File: src/rtl/xfer_pkg.sv
// xfer_pkg: shared state and status encodings for the burst transfer controller
package xfer_pkg;
    typedef enum logic [1:0] {IDLE, REQ, XFER, INT} state_t;
    typedef enum logic [1:0] {ST_NONE, ST_DONE, ST_ABORT, ST_TIMEOUT} status_t;
endpackage

File: src/rtl/xfer_burst_ctrl_if.sv
// xfer_burst_ctrl_if: source valid/ready stream plus memory write port
interface xfer_burst_ctrl_if #(
    parameter int DATA_W = 8,
    parameter int ADDR_W = 10
);
    logic              src_valid;
    logic              src_ready;
    logic [DATA_W-1:0] src_data;
    logic              mem_we;
    logic [ADDR_W-1:0] mem_addr;
    logic [DATA_W-1:0] mem_wdata;
    modport master(input src_valid, src_data, output src_ready, mem_we, mem_addr, mem_wdata);
    modport slave(output src_valid, src_data, input src_ready, mem_we, mem_addr, mem_wdata);
endinterface

File: src/rtl/xfer_word_counter.sv
// xfer_word_counter: up-counter with clear, enable and terminal-count compare
module xfer_word_counter #(
    parameter int W = 10
) (
    input  logic         clock,
    input  logic         reset,
    input  logic         clr,
    input  logic         en,
    input  logic [W-1:0] term,
    output logic [W-1:0] count,
    output logic         tc
);
    always_ff @(posedge clock or posedge reset)
        if (reset) count <= '0;
        else if (clr) count <= '0;
        else if (en) count <= count + W'(1);
    assign tc = count == term;
endmodule

File: src/rtl/xfer_burst_ctrl.sv
// xfer_burst_ctrl: moves len words from a valid/ready source into memory, then raises irq with a status
module xfer_burst_ctrl
    import xfer_pkg::*;
#(
    parameter int DATA_W      = 8,
    parameter int ADDR_W      = 10,
    parameter int LEN_W       = 10,
    parameter int TIMEOUT_CYC = 256
) (
    input  logic              clock,
    input  logic              reset,
    input  logic              start,
    input  logic              abort,
    input  logic [LEN_W-1:0]  len,
    input  logic [ADDR_W-1:0] base_addr,
    input  logic              ack,
    output logic              init,
    output logic              busy,
    output logic              irq,
    output logic [1:0]        irq_status,
    output logic [LEN_W-1:0]  words_done,
    xfer_burst_ctrl_if.master bus
);
    localparam int SW = TIMEOUT_CYC > 1 ? $clog2(TIMEOUT_CYC) : 1;
    state_t            state;
    logic [LEN_W-1:0]  len_q;
    logic [ADDR_W-1:0] base_q;
    logic [SW-1:0]     stall;
    logic              hs, done, timeout, words_tc, stall_tc;
    assign bus.src_ready = state == XFER && !abort;
    assign hs = bus.src_valid && bus.src_ready;
    assign done = hs && words_tc;
    // fires on the TIMEOUT_CYC-th consecutive stall cycle
    assign timeout = TIMEOUT_CYC != 0 && !bus.src_valid && stall_tc;
    xfer_word_counter #(.W(LEN_W)) u_words (
        .clock(clock), .reset(reset), .clr(state == IDLE && start), .en(hs),
        .term(len_q - LEN_W'(1)), .count(words_done), .tc(words_tc)
    );
    // saturates so a disabled timeout never wraps
    xfer_word_counter #(.W(SW)) u_stall (
        .clock(clock), .reset(reset), .clr(hs || state != XFER),
        .en(!bus.src_valid && stall != {SW{1'b1}}),
        .term(SW'(TIMEOUT_CYC - 1)), .count(stall), .tc(stall_tc)
    );
    always_ff @(posedge clock or posedge reset)
        if (reset) begin
            state <= IDLE;
            init <= 1'b0;
            busy <= 1'b0;
            irq <= 1'b0;
            irq_status <= ST_NONE;
            len_q <= '0;
            base_q <= '0;
            bus.mem_we <= 1'b0;
            bus.mem_addr <= '0;
            bus.mem_wdata <= '0;
        end else begin
            bus.mem_we <= hs;
            if (hs) begin
                bus.mem_addr <= base_q + ADDR_W'(words_done);
                bus.mem_wdata <= DATA_W'(bus.src_data);
            end
            case (state)
                IDLE: if (start) begin
                    state <= REQ;
                    init <= 1'b1;
                    busy <= 1'b1;
                end
                REQ: begin
                    len_q <= len;
                    base_q <= base_addr;
                    if (abort) begin
                        state <= INT;
                        init <= 1'b0;
                        irq <= 1'b1;
                        irq_status <= ST_ABORT;
                    end else if (!start) begin
                        init <= 1'b0;
                        state <= len == '0 ? INT : XFER;
                        irq <= len == '0;
                        irq_status <= len == '0 ? ST_DONE : ST_NONE;
                    end
                end
                XFER: if (abort || done || timeout) begin
                    state <= INT;
                    irq <= 1'b1;
                    irq_status <= abort ? ST_ABORT : done ? ST_DONE : ST_TIMEOUT;
                end
                INT: if (ack) begin
                    state <= IDLE;
                    busy <= 1'b0;
                    irq <= 1'b0;
                    irq_status <= ST_NONE;
                end
            endcase
        end
endmodule

File: src/flat_wrapper.sv
// flat-port wrapper written by rule: the top's interface ports become plain ports
module xfer_burst_ctrl_flat import xfer_pkg::*;
#(
    parameter int DATA_W      = 8,
    parameter int ADDR_W      = 10,
    parameter int LEN_W       = 10,
    parameter int TIMEOUT_CYC = 256
)
  (clock, reset, start, abort, len, base_addr, ack, init, busy, irq, irq_status, words_done, bus_src_valid, bus_src_data, bus_src_ready, bus_mem_we, bus_mem_addr, bus_mem_wdata);
  xfer_burst_ctrl_if #(.DATA_W(DATA_W), .ADDR_W(ADDR_W)) bus_i ();
  input  logic clock;
  input  logic reset;
  input  logic start;
  input  logic abort;
  input  logic [LEN_W-1:0] len;
  input  logic [ADDR_W-1:0] base_addr;
  input  logic ack;
  output logic init;
  output logic busy;
  output logic irq;
  output logic [1:0] irq_status;
  output logic [LEN_W-1:0] words_done;
  input wire logic [$bits(bus_i.src_valid)-1:0] bus_src_valid;
  input wire logic [$bits(bus_i.src_data)-1:0] bus_src_data;
  output wire logic [$bits(bus_i.src_ready)-1:0] bus_src_ready;
  output wire logic [$bits(bus_i.mem_we)-1:0] bus_mem_we;
  output wire logic [$bits(bus_i.mem_addr)-1:0] bus_mem_addr;
  output wire logic [$bits(bus_i.mem_wdata)-1:0] bus_mem_wdata;
  assign bus_i.src_valid = bus_src_valid;
  assign bus_i.src_data = bus_src_data;
  assign bus_src_ready = bus_i.src_ready;
  assign bus_mem_we = bus_i.mem_we;
  assign bus_mem_addr = bus_i.mem_addr;
  assign bus_mem_wdata = bus_i.mem_wdata;
  xfer_burst_ctrl #(.DATA_W(DATA_W), .ADDR_W(ADDR_W), .LEN_W(LEN_W), .TIMEOUT_CYC(TIMEOUT_CYC)) u_core (.clock(clock), .reset(reset), .start(start), .abort(abort), .len(len), .base_addr(base_addr), .ack(ack), .init(init), .busy(busy), .irq(irq), .irq_status(irq_status), .words_done(words_done), .bus(bus_i));
endmodule
File: config.mk
export PLATFORM = sky130hd
export DESIGN_NAME = xfer_burst_ctrl_flat
export DESIGN_NICKNAME = d
export VERILOG_FILES = /design/src/rtl/xfer_pkg.sv /design/src/rtl/xfer_burst_ctrl_if.sv /design/src/rtl/xfer_word_counter.sv /design/src/rtl/xfer_burst_ctrl.sv /design/src/flat_wrapper.sv
export SDC_FILE = /design/constraint.sdc
export NUM_CORES = 1
export LEC_CHECK = 0
export BUFFER_PORTS_ARGS = -buffer_cell sky130_fd_sc_hd__buf_4
export CAP_MARGIN = 5
export CORE_ASPECT_RATIO = 0.7
export CORE_MARGIN = 5
export CORE_UTILIZATION = 49
export DETAILED_ROUTE_END_ITERATION = 6
export PLACE_DENSITY = 0.73
export SETUP_SLACK_MARGIN = 0.5
export SYNTH_ARGS = -nofsm -noshare
export SYNTH_HDL_FRONTEND = slang
export SYNTH_HIERARCHICAL = 1
export SYNTH_SLANG_ARGS = --single-unit
File: constraint.sdc
create_clock -name clock -period 6.75 [get_ports clock]
set_input_delay 0.3375 -clock clock [delete_from_list [all_inputs] [get_ports clock]]
set_output_delay 0.3375 -clock clock [all_outputs]
set_load 0.02 [all_outputs]
# Word level (Yosys, flattened, before mapping)
# Index checks and enable logic that the tools add are counted.
[word_totals] out_inout_bits=35 regBits=64
[op_classes] n_addsub=4 muxes=28 n_reduce_logical=22 n_eq_ne=11
[op_table] cell="10-bit two-way mux" n=2
[op_table] cell="2-bit two-way mux" n=10
[op_table] cell="8-bit two-way mux" n=2
[op_table] cell="10-bit by 1-bit adder with 10-bit output, second input constant" n=1
[op_table] cell="10-bit adder" n=1
[op_table] cell="10-bit == test" n=1
[op_table] cell="10-bit zero test" n=1
[op_table] cell="10-bit by 1-bit subtractor with 10-bit output, second input constant" n=1
[op_table] cell="1-bit two-way mux" n=9
[op_table] cell="8-bit by 1-bit adder with 8-bit output, second input constant" n=1
[op_table] cell="8-bit == test, second input constant" n=1
[op_table] cell="2-bit inequality test, second input constant" n=4
[op_table] cell="8-bit inequality test, second input constant" n=1
[op_table] cell="2-bit one-hot mux with 4 select lines" n=1
[op_table] cell="4-bit AND reduction" n=2
[op_table] cell="2-bit nonzero test" n=4
[op_table] cell="1-bit logical AND" n=6
[op_table] cell="2-bit one-hot mux with 3 select lines" n=1
[op_table] cell="3-bit AND reduction" n=2
[op_table] cell="2-bit == test, second input constant" n=2
[op_table] cell="1-bit one-hot mux with 2 select lines" n=2
[op_table] cell="1-bit logical OR" n=3
[op_table] cell="3-bit inequality test, second input constant" n=1
[op_table] cell="1-bit one-hot mux with 3 select lines" n=1
[op_table] cell="4 further kinds" n=5

# Longest topological paths before layout
# Gate-level depths: netlist (run 1).
[logic_depth] ltp_word=8 depth_mapped=13 depth_no_buf=13

# Modules after synthesis
# The synthesis (run 1) kept the hierarchy.
[modules_own_cells] module="xfer_burst_ctrl" area_each_um2=2482.4 n_inst=1 cells_each=230
[modules_own_cells] module="xfer_word_counter at u_core.u_words" area_each_um2=614.3 n_inst=1 cells_each=64
[modules_own_cells] module="xfer_word_counter at u_core.u_stall" area_each_um2=478.0 n_inst=1 cells_each=50

# Least setup slack after synthesis (run 1)
# Ideal clock, no wire load.
[synth_timing] path_kind="register -> register" from="register u_core.len_q[2]" to="register u_core.irq" setup_slack_ns=3.513 path_stages_with_launch=12 synth_period_minus_slack_ns=3.237 arrival_ns=3.112 setup_ns=0.125 cell_sequence="dfrtp_1 -> or4_4 -> or3_4 -> nor4_4 -> xor2_1 -> xor2_1 -> nor4_1 -> mux2i_1 -> and2_1 -> a221o_1 -> nor2_1 -> mux2_2"
[synth_between] elab_chain_cells=7
[synth_rtl] item="from (decl)" line="xfer_burst_ctrl.sv:26" text="logic [LEN_W-1:0] len_q;"
[synth_rtl] item="from (signal assigned)" line="xfer_burst_ctrl.sv:70" text="len_q <= len;"
[synth_rtl] item="10-bit by 1-bit subtractor with 10-bit output" line="xfer_burst_ctrl.sv:37" text=".term(len_q - LEN_W'(1)), .count(words_done), .tc(words_tc)"
[synth_rtl] item="10-bit == test" line="xfer_word_counter.sv:17" text="assign tc = count == term;"
[synth_rtl] item="net u_core.words_tc" line="xfer_burst_ctrl.sv:29" text="logic hs, done, timeout, words_tc, stall_tc;"
[synth_rtl] item="1-bit logical AND" line="xfer_burst_ctrl.sv:32" text="assign done = hs && words_tc;"
[synth_rtl] item="1-bit logical OR (2 in a row)" line="xfer_burst_ctrl.sv:84" text="XFER: if (abort || done || timeout) begin"
[synth_rtl] item="2-bit inequality test (no line)"
[synth_rtl] item="4-bit AND reduction (no line)"
[synth_rtl] item="to (signal assigned)" line="xfer_burst_ctrl.sv:80" text="irq <= len == '0;"
[synth_rtl] item="to (signal assigned)" line="xfer_burst_ctrl.sv:86" text="irq <= 1'b1;"
[synth_rtl] item="to (signal assigned)" line="xfer_burst_ctrl.sv:92" text="irq <= 1'b0;"
[synth_rtl] item="to (decl)" line="xfer_burst_ctrl.sv:19" text="output logic irq,"
# The timed path passes the listed nets, and every way through them passes these cells.
# A chain may end at the register's enable or synchronous reset.

# Worst setup path in the final report (run 1)
# Ends and elaborated chain as after synthesis.

==> results.md, run 1 <==
- Commonest non-fill, non-tap cell in the layout: buf_4
- Post-synth top flop: dfrtp_1
- Die area: 9130 sq um
- Die width: 112 um
- Required time of the critical path: 6990 ps
- Cell Rows: 26
- Final #Nets: 470
- Die height: 81.5 um
- Worst Hold Margin: 198 ps
- Status: complete, no violations
- Total GRT Usage: 19.9%
- GRT Residual Overflow: 0
- Via/cell ratio: 5.40
- Tot Pwr: 1840 uW
- Most frequent cells in the layout: buf_4 (68), dfrtp_1 (64), mux2_2 (28), nor2_1 (26), o21ai_0 (23)
- WP data arrival: 3840 ps
- Mean Syn Cell Area: 10.4 sq um
- Final period util: 53.3%
- Maximum buffer depth of the clock tree: 2
- # setup viols final: 0
- Initial core utilization: 49.7%
- Gpl congestion: 0.887
- Worst-path fanout max: 5
- Min Tclk post-route: 3600 ps
- Antenna diodes: 0
- Slew HR: 26.6%
- Initial antenna violation count: 0
- Worst Skew: 8.41 ps
- Fmax: 0.278 GHz
- Detail-routed net length per standard cell: 16.2 um
- Synthesized instance count: 344
- Clock Pin Slew Worst Setup and Hold Paths: 80 ps
- Post-Syn Area: 3570 sq um
- Hpwl dp: 6240 um
- Post-synthesis sequential area ratio: 44.8%
- First-pass GRT wire length: 14,400 um
- Yosys warns: 6
- H-tree depth: 3
- Startpoint Class: flip-flop
- Slew Limit Fails: 0
- Hold WC Path Type: input pin to flip-flop
- DRT Wirelength: 8460 um
- VDD IR-drop max: 0.240 mV
- Post-synth EDFFs: 0
- Inserted Clock Buffers: 9
- Number of remaining DRC errors: 0
- DR vias: 2,820
- Synth unique cells: 49
- TritonCTS clock tree: yes
- Root Driver: clkbuf_8
- DR pass1 iterations: 4
- Buffers on Ports: 68
- Fraction of layout cells with a size suffix above 1: 28.3%
- # IOs: 69
- Layout Area Growth over Synthesis: 23.6%
- Core area: 7190 sq um
- Vias in the first global route: 2,876
- Clock Latency Late Sink: 350 ps
- Placed instance count: 505
- Post-Layout Cell Count: 522
- Max-cap violations: 0
- Final Hold Vio Count: 0
- P per Cell Area: 417 nW/um^2
- Seq cells post-synth: 64
- Slew @ Worst Pin: 1100 ps
- Iter 0 DRT Violations: 148
- RSZ-0062 raised after global routing: false
- Antenna Nets Post-Route: 0
- Setup TNS Final: 0 ps
- Critical Path Sink Type: flip-flop
- Sinks on the clock net: 64
- Pin count of the biggest net entering global routing: 47
- Ys async rst share: 100%
- Pleak: 0.00202 uW
- Crit Path Class: flip-flop to flip-flop
## state kept, by name (all words and copies together) (netlist names)
name	count
u_core/base_q	10
u_core/bus.mem_addr	10
u_core/bus.mem_wdata	8
u_core/bus.mem_we	1
u_core/busy	1
u_core/init	1
u_core/irq	1
u_core/irq_status	2
u_core/len_q	10
u_core/state	2
u_core/u_stall/count	8
u_core/u_words/count	10
## layer usage
metal / part of all wire (%) / global-route usage, % / up-vias
met4: 1.0 / 4.08 / 0
met3: 7.0 / 6.48 / 8
met1: 47 / 27.0 / 1358
met5: 0 / 0 / -
li1: - / - / 1365
met2: 45 / 31.6 / 89
## metrics by stage
stage | setup WS [ps] | area, sq um | util [%]
4_1_cts | 3140 | 4420 | 61.4
2_1_floorplan | 3510 | 3600 | -
6_report | 3150 | 4420 | 61.4
5_1_grt | 2930 | 4420 | 61.4
3_3_place_gp | 3310 | 4180 | 58.1
3_5_place_dp | 3200 | 4180 | 58.1
## power breakdown
| part | internal, uW | total, uW | switching, uW | leakage [uW] |
|---|---|---|---|---|
| Sequential | 527 | 660 | 133 | 0.000802 |
| Clock | 212 | 381 | 168 | 0.000116 |
| Combinational | 385 | 801 | 416 | 0.00110 |
## critical path, stage by stage (launching register included)
cell and delay [ps]:
dfrtp_1 430, or4_4 570, or3_4 360, nor4_4 160, xor2_1 210, xor2_1 90, nor4_1 420, mux2i_1 120
and2_1 180, a221o_1 330, nor2_1 240, mux2_2 370
## path summary, 6_finish.rpt
check,start,end,slack [ps],cells past startpoint
min in group asynchronous,reset,u_core/u_stall/count[3],510,3
min,base_addr[1],u_core/base_q[1],200,3
min reg2reg,u_core/bus.mem_addr[2],u_core/bus.mem_addr[2],480,2
max reg2reg,u_core/len_q[2],u_core/irq,3150,11
max,u_core/len_q[2],u_core/irq,3150,11
max in group asynchronous,reset,u_core/len_q[8],5360,3
## cells in the mapped netlist, types with 2 or more instances
| master | count | area share, % |
|---|---|---|
| or3_1 | 4 | 0.70 |
| nor2b_1 | 4 | 0.70 |
| o41ai_1 | 2 | 0.49 |
| xnor2_1 | 21 | 5.1 |
| inv_1 | 20 | 2.1 |
| clkbuf_1 | 7 | 0.74 |
| mux2i_1 | 6 | 1.7 |
| o21a_1 | 3 | 0.63 |
| a21oi_1 | 13 | 1.8 |
| nor4_1 | 4 | 0.70 |
| a211oi_1 | 4 | 0.84 |
| and2_1 | 3 | 0.53 |
| a31oi_1 | 2 | 0.35 |
| buf_2 | 2 | 0.28 |
| o21ai_0 | 23 | 3.2 |
| nand3_1 | 5 | 0.70 |
| xor2_1 | 17 | 4.2 |
| nor3_1 | 3 | 0.42 |
| mux2_2 | 28 | 8.8 |
| or4_1 | 3 | 0.63 |
| nand4_1 | 11 | 1.9 |
| nor2_1 | 26 | 2.7 |
| clkbuf_2 | 2 | 0.28 |
| a21o_1 | 3 | 0.63 |
| dfrtp_1 | 64 | 45 |
| ha_1 | 16 | 5.6 |
| o31ai_1 | 5 | 1.1 |
| nand2_1 | 22 | 2.3 |
## final cells by class
class	count	area [sq um]
clock buffers	9	124
repair buffers	69	520
clock inverters	7	103
flip-flops and latches	64	1600
inverters	20	75.1
multi-input cells	255	1870
fillers	629	2770
well taps	98	123
## repair_timing
item | in CTS | in global routing
hold buffers | 1 | 0
buffers inserted | 0 | 0
hold endpoints to repair | 9 | 0
gates resized for setup | 0 | 0
## kinds of logic after synthesis
family / after synthesis / share of synthesized area [%]
buffers and inverters: 32 / 3.61
AND/OR/NAND/NOR: 93 / 14.0
XOR/XNOR: 38 / 9.31
flip-flops: 64 / 44.8
AO/OA/AOI/OAI: 65 / 11.5
multiplexers: 34 / 10.5
adder cells (fa/ha/maj): 17 / 6.16
other: 1 / 0.105
Power figures use the tool's default switching activity.
==> run 2, diff against run 1 <==
--- a/config.mk
+++ b/config.mk
@@ -11,7 +11,7 @@
 export CORE_MARGIN = 5
 export CORE_UTILIZATION = 49
 export DETAILED_ROUTE_END_ITERATION = 6
-export PLACE_DENSITY = 0.73
+export PLACE_DENSITY = 0.76
 export SETUP_SLACK_MARGIN = 0.5
 export SYNTH_ARGS = -nofsm -noshare
 export SYNTH_HDL_FRONTEND = slang
==> constraint.sdc (replaced) <==
create_clock -name clock -period 3.1 [get_ports clock]
set_input_delay 0.155 -clock clock [delete_from_list [all_inputs] [get_ports clock]]
set_output_delay 0.155 -clock clock [all_outputs]
set_load 0.02 [all_outputs]
==> run 2 against run 1 <==
Power is 120% higher; critical endpoint unchanged; maximum frequency increased by 8.5%; non-clock buffer count rose by 12; the run now ends with setup timing left; sequential share of layout area shrank 0.80 points; final area rose by 2.3%; final cell count grew 2.3%; critical path depth increased by 1; largest cell class unchanged; clock power is 87% higher; hold slack worse by 170 ps; largest power group unchanged; die area is the same; via count increased by 4.8%; clock-buffer cell count grew 2.
==> results.md, run 2 (synthesis gave the netlist of run 1 again) <==
- Cell area after layout: 4520 sq um
- Via/cell ratio: 5.54
- Slew HR: 34.1%
- Final period util: 107%
- Met3 Use GR: 6.85%
- Met2 GRT Util: 31.6%
- Inserted Clock Buffers: 9
- Sinks on the clock net: 64
- Antenna diodes: 0
- Status: finished, violations left
- Vias in the first global route: 3,008
- Core area: 7190 sq um
- Initial core utilization: 49.7%
- Gpl congestion: 0.869
- DRT Wirelength: 8700 um
- Final Hold Vio Count: 0
- Sw frac: 39.0%
- Detail-routed net length per standard cell: 16.3 um
- Hold Startpoint: base_addr[1]
- Initial antenna violation count: 0
- Die height: 81.5 um
- WP data arrival: 3540 ps
- Global route hottest layer: met2
- Total GRT Usage: 20.3%
- Critical Path Sink Type: flip-flop
- H-tree depth: 3
- # setup viols final: 5
- Pleak: 0.00208 uW
- Clock Latency Late Sink: 350 ps
- TritonCTS clock tree: yes
- Required time of the critical path: 3320 ps
- DR pass1 iterations: 4
- Antenna Nets Post-Route: 0
- Internal power: 2470 uW
- GRT Residual Overflow: 0
- P per Cell Area: 898 nW/um^2
- Iter 0 DRT Violations: 211
- Most frequent cells in the layout: buf_4 (80), dfrtp_1 (64), mux2_2 (27), nor2_1 (25), nand2_1 (22)
- Hold Path Stages: 3
- Met1 GRT Util: 27.4%
- Slew @ Worst Pin: 987 ps
- Startpoint Class: flip-flop
- Dpl cell area: 4270 sq um
- Final #Nets: 482
- Hold WC Path Type: input pin to flip-flop
- WP buf/inv: 0
- Sw Pwr: 1580 uW
- Die area: 9130 sq um
- First-pass GRT wire length: 14,700 um
- Cell Rows: 26
- Failing checks: setup timing
- Worst Skew: 12.4 ps
- Fmax: 0.301 GHz
- Gate power share: 47.9%
- Reg2Reg Depth: 12
- Layout Area Growth over Synthesis: 26.4%
- # IOs: 69
- Slowest stage delay, CP: 540 ps
- Critical path's top delay family: simple AND/OR/NAND/NOR gates
- Pin count of the biggest net entering global routing: 47
- Clock share of power: 17.5%
- DR vias: 2,956
- Clock Pin Slew Worst Setup and Hold Paths: 80 ps
- Hpwl dp: 6420 um
- Min Tclk post-route: 3320 ps
- Reg power frac: 34.6%
- Root Driver: clkbuf_8
- WHS Endpoint: u_core/base_q[1]
- Worst-path fanout max: 4
- Die width: 112 um
- Worst-path cell chain: or4_4 > or3_4 > nor2_1 > xor2_1 > xnor2_1 > nand4_1 > nor4_2 > mux2i_1 > and2_1 > a221o_1 > nor2_2 > mux2_2
- Commonest non-fill, non-tap cell in the layout: buf_4
- Final WS setup: -218 ps
- Tot Pwr: 4060 uW
- VDD IR-drop max: 0.470 mV
- Maximum buffer depth of the clock tree: 2
- Buffers on Ports: 68
- Worst Hold Margin: 28.7 ps
- R2R Setup Slk: -220 ps
- Fraction of layout cells with a size suffix above 1: 31.4%
- Slew Limit Fails: 0
- Slowest cell on the critical path: or4_4
- Setup crit start: u_core/len_q[2]
- Reg-to-reg critical path startpoint: u_core/len_q[2]
- RSZ-0062 raised after global routing: true
- Max-cap violations: 0
- Crit Path Class: flip-flop to flip-flop
- Number of remaining DRC errors: 0
- Capture point of the worst reg-to-reg path: u_core/irq
[run 2: cell types whose count changed in the layout (fill, tap and decap cells not counted), moves of 2 or more]
cell	before	now
buf_4	68	80
clkinvlp_4	0	2
o21ai_0	23	21
o21ai_1	0	2
o41ai_1	2	0
o41ai_2	0	2
[run 2: worst max-delay path by stage]
stage	to	cells after the start
2_1_floorplan	u_core/irq	11
3_3_place_gp	u_core/irq	12
3_5_place_dp	u_core/irq	12
4_1_cts	u_core/irq	11
5_1_grt	u_core/irq	11
6_report	u_core/irq	12
[run 2: repair_timing]
item | CTS | global route
hold buffers | 1 | 0
setup endpoints to repair | 5 | 9
pin swaps | 1 | 1
buffers inserted | 1 | 0
endpoints found under the hold margin | 18 | 0
resized for setup | 3 | 4
[run 2: metal layers]
layer	part of all wire, %	wire [um]
met1	45	3960
met2	46	3970
met3	7.9	686
met4	0.98	85
met5	0	0
[run 2: power groups by stage]
stage               Combinational (uW)  Sequential, uW  Clock [uW]
floorplan                         1080            1560           0
global placement                  1830            1400           0
detailed placement                1880            1410           0
CTS                               1930            1400         730
global route                      2110            1450         769
finish                            1940            1400         712
[run 2: stage by stage]
stage	TNS, ps	cells	setup WS, ps	utilization (%)
finish	-870	534	-218	62.8
global route	-1480	534	-323	62.8
CTS	-757	534	-193	62.7
detailed placement	-1070	516	-261	59.4
global placement	-483	516	-159	59.4
floorplan	-118	351	-85.3	-
[run 2: area by class of cell]
| type | instances | area [sq um] |
|---|---|---|
| Clock buffer | 11 | 141 |
| Inverter | 20 | 78.8 |
| Sequential cell | 64 | 1600 |
| Fill cell | 593 | 2670 |
| Multi-Input combinational cell | 255 | 1910 |
| Tap cell | 98 | 123 |
| Timing Repair Buffer | 81 | 611 |
| Clock inverter | 5 | 56.3 |
[run 2: worst register-to-register path: cells and delay by family (launching register included)]
kind	cells	cell delay (ps)
and+or+nand+nor	7	1690
muxes	2	450
DFF	1	380
xor gates and xnor gates	2	350
AOI/OAI and AO/OA	1	320
==> run 3, diff against run 2 <==
--- a/config.mk
+++ b/config.mk
@@ -11,6 +11,7 @@
 export CORE_MARGIN = 5
 export CORE_UTILIZATION = 49
 export DETAILED_ROUTE_END_ITERATION = 6
+export MAX_ROUTING_LAYER = met4
 export PLACE_DENSITY = 0.76
 export SETUP_SLACK_MARGIN = 0.5
 export SYNTH_ARGS = -nofsm -noshare
==> run 3 against run 2 <==
The run still ends with setup timing left; hold slack improved by 1.6 ps; sequential share of layout area did not move; final cell count did not move; power down 0.15%; critical path type unchanged; critical endpoint unchanged.
==> results.md, run 3 (synthesis gave the netlist of run 1 again) <==
- Status: finished, violations left
- Failing checks: setup timing
- Die width: 112 um
- Slew @ Worst Pin: 988 ps
- Iter 0 DRT Violations: 212
- Initial antenna violation count: 0
- Initial core utilization: 49.7%
- Layout Area Growth over Synthesis: 26.4%
- Die area: 9130 sq um
- Die height: 81.5 um
- Commonest non-fill, non-tap cell in the layout: buf_4
- Hold WC Path Type: input pin to flip-flop
- Hold Path Stages: 3
- Root Driver: clkbuf_8
- Core area: 7190 sq um
- Vias in the first global route: 3,004
- Startpoint Class: flip-flop
- Buffers on Ports: 68
- Slowest cell on the critical path: or4_4
- Fraction of layout cells with a size suffix above 1: 31.4%
- VDD IR-drop max: 0.469 mV
- Slew Limit Fails: 0
- Critical path's top delay family: simple AND/OR/NAND/NOR gates
- # IOs: 69
- Required time of the critical path: 3330 ps
- Final WS setup: -205 ps
- FILL cells: 593
- Reg-to-reg critical path startpoint: u_core/len_q[2]
- WP data arrival: 3530 ps
- Hold Startpoint: len[1]
- Gpl congestion: 0.883
- Fmax: 0.303 GHz
- DRT Wirelength: 8660 um
- Pleak: 0.00208 uW
- Min Tclk post-route: 3300 ps
- Core Util, Final: 62.8%
- Number of remaining DRC errors: 0
- Inserted Clock Buffers: 9
- Worst-path fanout max: 4
- Final period util: 107%
- Final #Nets: 482
- DR vias: 2,919
- Clock Pin Slew Worst Setup and Hold Paths: 70 ps
- Final Hold Vio Count: 0
- TritonCTS clock tree: yes
- Critical Path Sink Type: flip-flop
- DR pass1 iterations: 5
- Crit Path Class: flip-flop to flip-flop
- Clock Latency Late Sink: 340 ps
- Pin count of the biggest net entering global routing: 47
- # setup viols final: 5
- Slew HR: 34.0%
- H-tree depth: 3
- RSZ-0062 raised after global routing: true
- Hpwl dp: 6420 um
- Maximum buffer depth of the clock tree: 2
- Worst-path cell chain: or4_4 > or3_4 > nor2_1 > xor2_1 > xnor2_1 > nand4_1 > nor4_2 > mux2i_1 > and2_1 > a221o_1 > nor2_2 > mux2_2
- Setup TNS Final: -808 ps
- Cell Rows: 26
- GRT Residual Overflow: 0
- Most frequent cells in the layout: buf_4 (80), dfrtp_1 (64), mux2_2 (27), nor2_1 (25), nand2_1 (22)
- Total GRT Usage: 20.9%
- Capture point of the worst reg-to-reg path: u_core/irq
- WP buf/inv: 0
- R2R Setup Slk: -200 ps
- Slowest stage delay, CP: 540 ps
- WHS Endpoint: u_core/len_q[1]
- Via/cell ratio: 5.47
- Worst Skew: 11.6 ps
- P per Cell Area: 897 nW/um^2
- Antenna diodes: 0
- Max-cap violations: 0
- Reg2Reg Depth: 12
- Detail-routed net length per standard cell: 16.2 um
- First-pass GRT wire length: 14,700 um
- Sinks on the clock net: 64
- Antenna Nets Post-Route: 0
==> run 3: cell counts in the layout (fill, tap and decap cells not counted) <==
No cell type changed its count.
==> run 3: worst register-to-register path: cells and delay by family, from the launching register on <==
| family | cells | cell delay, ps |
|---|---|---|
| mux | 2 | 460 |
| flops | 1 | 380 |
| compound gates | 1 | 320 |
| simple gates | 7 | 1690 |
| xor+xnor | 2 | 340 |
==> run 3: through the flow <==
stage | power (uW) | instance area (sq um) | setup slack (ps) | cells | hold WS [ps]
final | 4050 | 4520 | -205 | 534 | 30.4
after CTS | 4060 | 4510 | -193 | 534 | 10.1
after global placement | 3230 | 4270 | -159 | 516 | 154
after floorplan | 2640 | 3610 | -85.3 | 351 | -29.3
after global routing | 4320 | 4520 | -324 | 534 | 24.5
after detailed placement | 3300 | 4270 | -261 | 516 | 163
==> run 3: power by group <==
part / switching (uW) / leakage, uW / internal [uW] / total, uW
Sequential: 254 / 0.000802 / 1150 / 1400
Combinational: 1000 / 0.00118 / 934 / 1940
Clock: 319 / 0.0000993 / 392 / 711
==> run 3: worst max-delay path by stage <==
| stage | start | endpoint | slack, ps | depth (start not counted) |
|---|---|---|---|---|
| floorplan | u_core/len_q[2] | u_core/irq | -90 | 11 |
| global placement | u_core/len_q[2] | u_core/irq | -160 | 12 |
| detailed placement | u_core/len_q[2] | u_core/irq | -260 | 12 |
| CTS | u_core/len_q[2] | u_core/irq | -190 | 11 |
| global route | u_core/len_q[3] | u_core/irq | -320 | 11 |
| finish | u_core/len_q[2] | u_core/irq | -200 | 12 |
==> run 3: layer usage <==
metal  vias up  track usage, %  part of all wire [%]
met4         0            5.76                   1.2
li1       1381               -                     -
met1      1431            27.7                    46
met3        10            6.48                   7.1
met5         -               -                     0
met2        97            31.6                    45
==> run 3: final cells by class <==
class	count	area (sq um)	area share [%]
Clock buffer	11	141	3.13
Tap cell	98	123	2.71
Clock inverter	5	56.3	1.25
Timing Repair Buffer	81	611	13.5
Sequential cell	64	1600	35.5
Inverter	20	78.8	1.75
Multi-Input combinational cell	255	1910	42.2
==> run 3: repair_timing <==
action | in CTS | in global routing
endpoints found under the setup margin | 5 | 9
gates resized for setup | 3 | 4
hold buffers | 1 | 0
setup buffers | 1 | 0
hold endpoints to repair | 18 | 0
gates cloned | 0 | 0
pin swaps | 1 | 1
